**config.mk**
```make
export PLATFORM = sky130hd
export DESIGN_NAME = aud_i2s_tx
export DESIGN_NICKNAME = d
export VERILOG_FILES = /design/src/rtl/aud_i2s_pkg.sv /design/src/rtl/aud_sync_fifo.sv /design/src/rtl/aud_i2s_tx.sv
export SDC_FILE = /design/constraint.sdc
export NUM_CORES = 1
export LEC_CHECK = 0
export BUFFER_PORTS_ARGS = -buffer_cell sky130_fd_sc_hd__buf_2
export CAP_MARGIN = 40
export CORE_UTILIZATION = 62
export CTS_CLUSTER_SIZE = 28
export DETAILED_ROUTE_END_ITERATION = 8
export PLACE_DENSITY_LB_ADDON = 0.05
export SYNTH_ARGS = -nofsm -noshare
export SYNTH_HDL_FRONTEND = slang
export SYNTH_SLANG_ARGS = --single-unit
```
**constraint.sdc**
```tcl
create_clock -name i_clk -period 5.8 [get_ports i_clk]
set_input_delay 0 -clock i_clk [delete_from_list [all_inputs] [get_ports i_clk]]
set_output_delay 0 -clock i_clk [all_outputs]
set_load 0.05 [all_outputs]
```
**src/rtl/aud_i2s_pkg.sv**
```systemverilog
// Shared types and parameter helpers for the I2S transmitter.
package aud_i2s_pkg;

   localparam int unsigned DATA_W_DEF = 16;

   // LRCK level identifies the channel being transmitted.
   typedef enum logic {
      CH_LEFT  = 1'b0,
      CH_RIGHT = 1'b1
   } aud_ch_e;

   // A half-frame needs the delay slot plus one slot per data bit.
   function automatic bit slots_fit(input int unsigned slots, input int unsigned data_w);
      return slots >= (data_w + 1);
   endfunction

endpackage

```
**src/rtl/aud_sync_fifo.sv**
```systemverilog
// Synchronous FIFO with single-word push and paired pop (two oldest words at once).
module aud_sync_fifo #(
   parameter int unsigned WIDTH = 16,
   parameter int unsigned DEPTH = 4
) (
   input  logic                     i_clk,
   input  logic                     i_rst,
   input  logic                     i_push,
   input  logic [WIDTH-1:0]         i_data,
   input  logic                     i_pop2,
   output logic [WIDTH-1:0]         o_rd0,
   output logic [WIDTH-1:0]         o_rd1,
   output logic [$clog2(DEPTH):0]   o_level
);

   localparam int unsigned AW = (DEPTH > 1) ? $clog2(DEPTH) : 1;

   logic [WIDTH-1:0] r_mem [DEPTH];
   logic [AW-1:0]    r_wr_ptr;
   logic [AW-1:0]    r_rd_ptr;
   logic [AW:0]      r_level;
   logic [AW:0]      w_level_nxt;

   // Occupancy after this cycle's push and pair-pop; caller never pops with level < 2.
   always_comb begin
      w_level_nxt = r_level + (AW + 1)'(i_push) - ((AW + 1)'(i_pop2) << 1);
   end

   // Storage array; contents need no reset since pointers define validity.
   always_ff @(posedge i_clk) begin
      if (i_push) begin
         r_mem[r_wr_ptr] <= i_data;
      end
   end

   // Pointers and level; power-of-two depth lets pointers wrap naturally.
   always_ff @(posedge i_clk) begin
      if (i_rst) begin
         r_wr_ptr <= '0;
         r_rd_ptr <= '0;
         r_level  <= '0;
      end else begin
         if (i_push) begin
            r_wr_ptr <= r_wr_ptr + AW'(1);
         end
         if (i_pop2) begin
            r_rd_ptr <= r_rd_ptr + AW'(2);
         end
         r_level <= w_level_nxt;
      end
   end

   assign o_rd0   = r_mem[r_rd_ptr];
   assign o_rd1   = r_mem[r_rd_ptr + AW'(1)];
   assign o_level = r_level;

endmodule

```
**src/rtl/aud_i2s_tx.sv**
```systemverilog
// Codec-side I2S transmitter: generates BCLK/LRCK and serializes queued L/R sample pairs.
module aud_i2s_tx
   import aud_i2s_pkg::*;
#(
   parameter int unsigned DATA_W     = DATA_W_DEF,
   parameter int unsigned CLK_DIV    = 2,
   parameter int unsigned SLOTS      = 32,
   parameter int unsigned FIFO_DEPTH = 4
) (
   input  logic                          i_clk,
   input  logic                          i_rst,
   input  logic                          i_valid,
   output logic                          o_ready,
   input  logic [DATA_W-1:0]             i_data,
   output logic                          o_AUD_BCLK,
   output logic                          o_AUD_LRCK,
   output logic                          o_AUD_DAT,
   output logic                          o_underrun,
   input  logic                          i_clr_underrun,
   output logic [$clog2(FIFO_DEPTH):0]   o_level
);

   localparam int unsigned DIV_W  = (CLK_DIV > 1) ? $clog2(CLK_DIV) : 1;
   localparam int unsigned SLOT_W = (SLOTS > 1) ? $clog2(SLOTS) : 1;
   localparam int unsigned LVL_W  = $clog2(FIFO_DEPTH) + 1;

   if (!slots_fit(SLOTS, DATA_W)) begin : g_bad_slots
      $error("aud_i2s_tx: SLOTS must be at least DATA_W+1");
   end
   if (CLK_DIV < 1) begin : g_bad_div
      $error("aud_i2s_tx: CLK_DIV must be at least 1");
   end
   if ((FIFO_DEPTH < 2) || ((FIFO_DEPTH & (FIFO_DEPTH - 1)) != 0)) begin : g_bad_depth
      $error("aud_i2s_tx: FIFO_DEPTH must be a power of two and at least 2");
   end

   logic [DIV_W-1:0]  r_div,      w_div_nxt;
   logic              r_bclk,     w_bclk_nxt;
   aud_ch_e           r_lrck,     w_lrck_nxt;
   logic              r_dat,      w_dat_nxt;
   logic [SLOT_W-1:0] r_slot,     w_slot_nxt;
   logic [DATA_W-1:0] r_shift,    w_shift_nxt;
   logic [DATA_W-1:0] r_shadow_l, w_shadow_l_nxt;
   logic [DATA_W-1:0] r_shadow_r, w_shadow_r_nxt;
   logic              r_underrun, w_underrun_nxt;

   logic              w_tick;
   logic              w_fall;
   logic              w_push;
   logic              w_pop2;
   logic              w_have_pair;
   logic              w_set_underrun;
   logic [DATA_W-1:0] w_rd0;
   logic [DATA_W-1:0] w_rd1;
   logic [LVL_W-1:0]  w_level;

   aud_sync_fifo #(
      .WIDTH (DATA_W),
      .DEPTH (FIFO_DEPTH)
   ) u_fifo (
      .i_clk   (i_clk),
      .i_rst   (i_rst),
      .i_push  (w_push),
      .i_data  (i_data),
      .i_pop2  (w_pop2),
      .o_rd0   (w_rd0),
      .o_rd1   (w_rd1),
      .o_level (w_level)
   );

   assign o_ready     = (w_level < LVL_W'(FIFO_DEPTH));
   assign w_push      = i_valid & o_ready;
   assign w_have_pair = (w_level >= LVL_W'(2));
   assign w_tick      = (r_div == DIV_W'(CLK_DIV - 1));
   // BCLK is high whenever the divider wraps into a falling edge.
   assign w_fall      = w_tick & r_bclk;

   // Next-state for divider, framing, shift register, shadows and underrun flag.
   always_comb begin
      w_div_nxt      = r_div + DIV_W'(1);
      w_bclk_nxt     = r_bclk;
      w_lrck_nxt     = r_lrck;
      w_dat_nxt      = r_dat;
      w_slot_nxt     = r_slot;
      w_shift_nxt    = r_shift;
      w_shadow_l_nxt = r_shadow_l;
      w_shadow_r_nxt = r_shadow_r;
      w_pop2         = 1'b0;
      w_set_underrun = 1'b0;

      if (w_tick) begin
         w_div_nxt  = '0;
         w_bclk_nxt = ~r_bclk;
      end

      if (w_fall) begin
         w_slot_nxt = (r_slot == SLOT_W'(SLOTS - 1)) ? '0 : r_slot + SLOT_W'(1);
         w_dat_nxt  = 1'b0;
         if (r_slot == '0) begin
            // Slot 0: LRCK flips, DAT carries the one-bit I2S delay.
            w_lrck_nxt = (r_lrck == CH_LEFT) ? CH_RIGHT : CH_LEFT;
            if (w_lrck_nxt == CH_LEFT) begin
               if (w_have_pair) begin
                  w_pop2         = 1'b1;
                  w_shadow_l_nxt = w_rd0;
                  w_shadow_r_nxt = w_rd1;
                  w_shift_nxt    = w_rd0;
               end else begin
                  // Send a silent pair so L/R alignment survives starvation.
                  w_shadow_l_nxt = '0;
                  w_shadow_r_nxt = '0;
                  w_shift_nxt    = '0;
                  w_set_underrun = 1'b1;
               end
            end else begin
               w_shift_nxt = r_shadow_r;
            end
         end else if (r_slot <= SLOT_W'(DATA_W)) begin
            w_dat_nxt   = r_shift[DATA_W-1];
            w_shift_nxt = {r_shift[DATA_W-2:0], 1'b0};
         end
      end

      // A new underrun wins over a simultaneous clear.
      if (w_set_underrun) begin
         w_underrun_nxt = 1'b1;
      end else if (i_clr_underrun) begin
         w_underrun_nxt = 1'b0;
      end else begin
         w_underrun_nxt = r_underrun;
      end
   end

   // State registers with synchronous reset; reset aborts any frame in progress.
   always_ff @(posedge i_clk) begin
      if (i_rst) begin
         r_div      <= '0;
         r_bclk     <= 1'b1;
         r_lrck     <= CH_RIGHT;
         r_dat      <= 1'b0;
         r_slot     <= '0;
         r_shift    <= '0;
         r_shadow_l <= '0;
         r_shadow_r <= '0;
         r_underrun <= 1'b0;
      end else begin
         r_div      <= w_div_nxt;
         r_bclk     <= w_bclk_nxt;
         r_lrck     <= w_lrck_nxt;
         r_dat      <= w_dat_nxt;
         r_slot     <= w_slot_nxt;
         r_shift    <= w_shift_nxt;
         r_shadow_l <= w_shadow_l_nxt;
         r_shadow_r <= w_shadow_r_nxt;
         r_underrun <= w_underrun_nxt;
      end
   end

   assign o_AUD_BCLK = r_bclk;
   assign o_AUD_LRCK = r_lrck;
   assign o_AUD_DAT  = r_dat;
   assign o_underrun = r_underrun;
   assign o_level    = w_level;

endmodule

```
# Word level (Yosys, flattened, before mapping)
# Memory sizes are Yosys's and may differ from the RTL's. A register that Yosys moved wholly into a read port is not among the register bits.
# Index checks and enable logic that the tools add are counted.
# W data, S select, Z words.
[totals]
ff_bits = 49
ram_bits = 64
output_inout_bits = 8
word_cells = 56
n_memories = 1
[classes]
addsub = 7
order_cmp = 3
eq_ne = 1
muxes = 23
bitwise_logic = 3
reduce_logical = 7
[memory_table]
columns = ["name", "words", "width", "read_ports", "rd_ports_with_merged_regs", "wr", "line", "text"]
rows = [
  ["u_fifo.r_mem", 4, 16, 2, 1, 1, "aud_sync_fifo.sv:18", "logic [WIDTH-1:0] r_mem [DEPTH];"],
]
[ops]
columns = ["op", "count"]
rows = [
  ["$mux W16", 5],
  ["$mux W1", 15],
  ["$add A5 B1 Y5 const B", 1],
  ["$eq A5 B5 Y1 const B", 1],
  ["$le A5 B5 Y1 const B", 1],
  ["$logic_not A5 Y1", 1],
  ["$mux W5", 1],
  ["$add A2 B1 Y2 const B", 2],
  ["$mux W2", 2],
  ["$reduce_and A2 Y1", 2],
  ["$reduce_bool A2 Y1", 2],
  ["$add A3 B1 Y3", 1],
  ["$ge A3 B2 Y1 const B", 1],
  ["$lt A3 B3 Y1 const B", 1],
  ["$reduce_and A3 Y1", 1],
  ["$sub A3 B2 Y3", 1],
  ["$add A2 B2 Y2 const B", 1],
  ["$and A1 B1 Y1", 2],
  ["$reduce_or A2 Y1", 1],
  ["$add A1 B1 Y1 const B", 1],
  ["$not A1 Y1", 1],
]

# Longest topological paths before layout
[logic_depth]
depth_word = 7
mapped_depth = 12
ltp_nobuf = 11

# Modules after synthesis
# Synthesis repeated with hierarchy kept, for this count alone.
[hier_totals]
hier_cells = 390
area_unflattened_um2 = 4759.6
[modules_own_cells]
columns = ["module", "instances", "cells_per_inst", "area_per_inst_um2", "seq_area_each_um2"]
rows = [
  ["aud_sync_fifo", 1, 134, 2766.4, 2062.0],
  ["aud_i2s_tx", 1, 256, 1993.2, 840.8],
]

# Worst setup path before layout
# No wires, ideal clock.
[synth_path]
kind = "flip-flop to flip-flop"
startpoint = "register r_lrck, in the netlist o_AUD_LRCK"
endpoint = "register u_fifo.r_level[2], in the netlist u_fifo.o_level[2]"
arrival_time_ns = 2.639
slack_ns = 3.033
stages_incl_launch_ff = 12
path_buffers = 2
period_less_slack_ns = 2.767
path_cell_list = "dfxtp_1 -> buf_2 -> o21ai_1 -> nor4_4 -> buf_6 -> inv_1 -> ha_1 -> inv_1 -> ha_1 -> xnor2_1 -> xnor2_1 -> nor2_1"
[synth_via]
elab_chain_len = 4
[synth_rtl]
columns = ["element", "line", "text"]
rows = [
  ["from (decl)", "aud_i2s_tx.sv:39", "aud_ch_e r_lrck, w_lrck_nxt;"],
  ["from (signal assigned)", "aud_i2s_tx.sv:149", "r_lrck <= w_lrck_nxt;"],
  ["$mux W1", "aud_i2s_tx.sv:102", "if (w_lrck_nxt == CH_LEFT) begin"],
  ["$mux W1", "aud_i2s_tx.sv:99", "if (r_slot == '0) begin"],
  ["$mux W1", "aud_i2s_tx.sv:96", "if (w_fall) begin"],
  ["$sub A3 B2 Y3", "aud_sync_fifo.sv:26", "w_level_nxt = r_level + (AW + 1)'(i_push) - ((AW + 1)'(i_pop2) << 1);"],
  ["to (signal assigned)", "aud_sync_fifo.sv:49", "r_level <= w_level_nxt;"],
  ["to (decl)", "aud_sync_fifo.sv:21", "logic [AW:0] r_level;"],
]
# Every way passes these cells.
# A chain may end at the register's enable or synchronous reset.

# Worst setup path after layout
# Ends and elaborated chain as after synthesis.

==> results_dict.tcl <==
set metrics [dict create \
    status "finished, final reports clean" \
    grt.overflow.total 0 \
    hold_viol_final 0 \
    rows 30 \
    worstRegToRegCells 9 \
    comb_power_share_pct 15.5 \
    synthTopCellsByCount "edfxtp_1, dfxtp_1, nor2_1, inv_1, mux2_2" \
    ios 28 \
    critPathMaxStageDelay_ns 0.78 \
    core_mm2 0.006907 \
    finClkSkew_ns 0.006136 \
    rsz0062_at_grt "false" \
    period_share_pct 52.29 \
    crit_buf_inv 2 \
    diodes 0 \
    power.switching_uw 642.8 \
    peakVddDrop_mv 0.3177 \
    drt-total-wl_um 8508 \
    synth.area.top_cells "edfxtp_1, dfxtp_1, mux2_2" \
    via_per_inst 5.570 \
    worst_slew_pin_slew_ns 0.8711 \
    port_buffers 27 \
    cts.sinks 113 \
    drtPass1Iterations 4 \
    fp.dieW_um 87.21 \
    grt_first_pass_wirelength_um 13680 \
    ys_async_sr_fraction_pct 0 \
    seq_area_frac_synth_pct 64.48 \
    path_depth 9 \
    setup_viol 0 \
    grtUsageTotal_pct 25.02 \
    antenna_found_initial 0 \
    drc 0 \
    dieArea_mm2 0.007606 \
    crit_fanout 20 \
    synth_edf_count 64 \
    synth_cells 337 \
    seqPwrFrac_pct 39.7 \
    critPathKind "flop to flop" \
    drv_cap 0 \
    place_congestion 0.7495 \
    crit_family "flip-flops" \
    synthesis.area_mm2 0.004502 \
    clk_pin_slew_ns 0.06 \
    setup_ws_ns 2.767 \
    crit_required_ns 6.17 \
    yosysWarnings 0 \
    tns_ns 0 \
    grt_pass1_vias 2811 \
    internal-power_mw 1.851 \
    regToRegSetupSlack_ns 2.77 \
    clk_path_buf_depth 2 \
    dieHeight_um 87.21 \
    postCtsSetupBuffers 0 \
    r2r_end "u_fifo.o_level[2]" \
    dp_slack_ns 2.760 \
    worstPathArrival_ns 3.40 \
    nets 416 \
    dpl.hpwl_um 5313 \
    synth.largest_area_cell "edfxtp_1" \
    drive_above_1_share_pct 22.31 \
    cts-resized-gates 0 \
    ant_nets 0 \
    yosysTopAreaCellShare_pct 42.69 \
    cts_root_buf "clkbuf_8" \
    synthFlopType "edfxtp_1" \
    drtIter0Drc 210 \
    areaGrowthSynthToFinish_pct 23.49 \
    synth_cell_types 41 \
    power_density_mw_per_mm2 448.6 \
    p_clk_share_pct 44.8 \
    wire_per_inst_um 17.19 \
    htree_levels 4 \
    synth_fp_nets 367 \
    insertion_delay_ns 0.50 \
    relSlewSlack_pct 41.92 \
    min_from "i_rst" \
    hp-class "primary input to flop" \
    setup.worst_path.start_class "flop" \
    p_sw_share_pct 25.77 \
    synth-seq-cells 113 \
    worstHoldEndpoint "r_div" \
    start_util_pct 65.18 \
    postCtsHoldBufs 17 \
    p_leak_nw 2.002 \
    slowest_stage "dfxtp_1" \
    cts_buffers 17 \
    grt_max_degree 37 \
    synth_most_common_cell "edfxtp_1" \
    period_minus_slack_ns 3.033 \
    cp-end-kind "flop" \
    dr_total_vias 2757 \
    cts_tree "yes" \
    crit_path_cell_trace "o21ai_1 > nor4_4 > inv_1 > ha_1 > inv_1 > ha_1 > xnor2_1 > xnor2_1 > nor2_1" \
    hold_depth 2 \
    max_freq_mhz 329.7 \
    reg2reg_from "o_AUD_LRCK" \
    syn_avg_cell_area_um2 13.36 \
    finalMaxSlewViolations 0 \
]
[layout by cell type, fill, tap and decap left out, drive strengths merged, types with 2 or more instances in the layout]
cell,netlist,final
inv,24,26
and2,5,5
clkinvlp,0,2
bufinv,0,5
o221ai,15,15
dlygate4sd3,0,17
nor2,30,30
ha,10,10
a21oi,8,8
nor2b,2,2
edfxtp,64,64
o21ai,3,3
a22oi,16,16
dfxtp,49,49
buf,9,33
clkbuf,11,17
mux2i,15,15
nor3,2,2
o21a,15,15
clkinv,0,6
nand2,6,6
mux2,17,17
xnor2,4,4
a21o,3,3
a22o,15,15
nor4b,2,2
[worst register-to-register path, delay by kind of cell, from the launching register on]
kind	cells	cell delay, ns
adders and majority gates	2	0.50
DFF	1	0.78
AOI/OAI and AO/OA	1	0.46
and+or+nand+nor	2	0.72
xor gates and xnor gates	2	0.31
buffers and inverters	2	0.14
[flip-flops by register name, indices dropped and copies added (netlist names), 2 cells and up, named ones only]
register,count
r_shadow_r,16
u_fifo.r_wr_ptr,2
r_shift,16
u_fifo.o_level,3
r_slot,5
u_fifo.r_mem,64
[metrics by stage]
stage          std cells  hold WS [ns]  power (mW)  area [µm²]  utilization (%)
2_1_floorplan        337       0.09887       1.268        4502                -
3_5_place_dp         445        0.2186       1.380        4728            68.46
4_1_cts              494      0.005947       2.506        5544            80.27
3_3_place_gp         441        0.2125       1.342        4671            67.63
6_report             495      0.005080       2.494        5559            80.49
5_1_grt              495       0.04124       2.582        5559            80.49
[logic make-up after synthesis]
family,synth area share [%]
xor+xnor,0.7781
simple gates,6.809
flops,64.48
mux,7.587
fa+ha+maj,2.779
compound gates,13.48
buf+inv,4.086
[final cells by class]
type | count | area, µm²
Inverter | 24 | 90.09
Tap cell | 96 | 120.1
Timing Repair Buffer | 50 | 385.4
Fill cell | 414 | 1348
Multi-Input combinational cell | 180 | 1415
Clock buffer | 17 | 414.1
Sequential cell | 113 | 2903
Clock inverter | 15 | 231.5
[how the worst max path moves through the flow]
stage                          start           endpoint  slack [ns]
after floorplan           o_AUD_LRCK  u_fifo.o_level[2]        3.03
after global placement    o_AUD_LRCK  u_fifo.o_level[2]        2.37
after detailed placement  o_AUD_LRCK  u_fifo.o_level[2]        2.76
after CTS                 o_AUD_LRCK  u_fifo.o_level[2]        2.74
after global routing      o_AUD_LRCK  u_fifo.o_level[2]        2.54
final                     o_AUD_LRCK  u_fifo.o_level[2]        2.77
[power groups by stage]
stage / clock network [mW] / registers (mW) / logic, mW
finish: 1.12 / 0.990 / 0.387
global route: 1.16 / 0.998 / 0.424
global placement: 0 / 1.01 / 0.336
floorplan: 0 / 1.01 / 0.257
CTS: 1.13 / 0.991 / 0.385
detailed placement: 0 / 1.01 / 0.374
[metal layers]
layer | part of all wire [%] | global-route usage (%) | vias to the layer above | wire, µm
met1 | 46 | 32.12 | 1341 | 3907
met5 | 0 | 0 | - | 0
li1 | - | - | 1358 | -
met2 | 49 | 40.59 | 48 | 4201
met3 | 3.7 | 6.351 | 10 | 315
met4 | 1.0 | 10.73 | 0 | 85
Power figures use the tool's default switching activity.
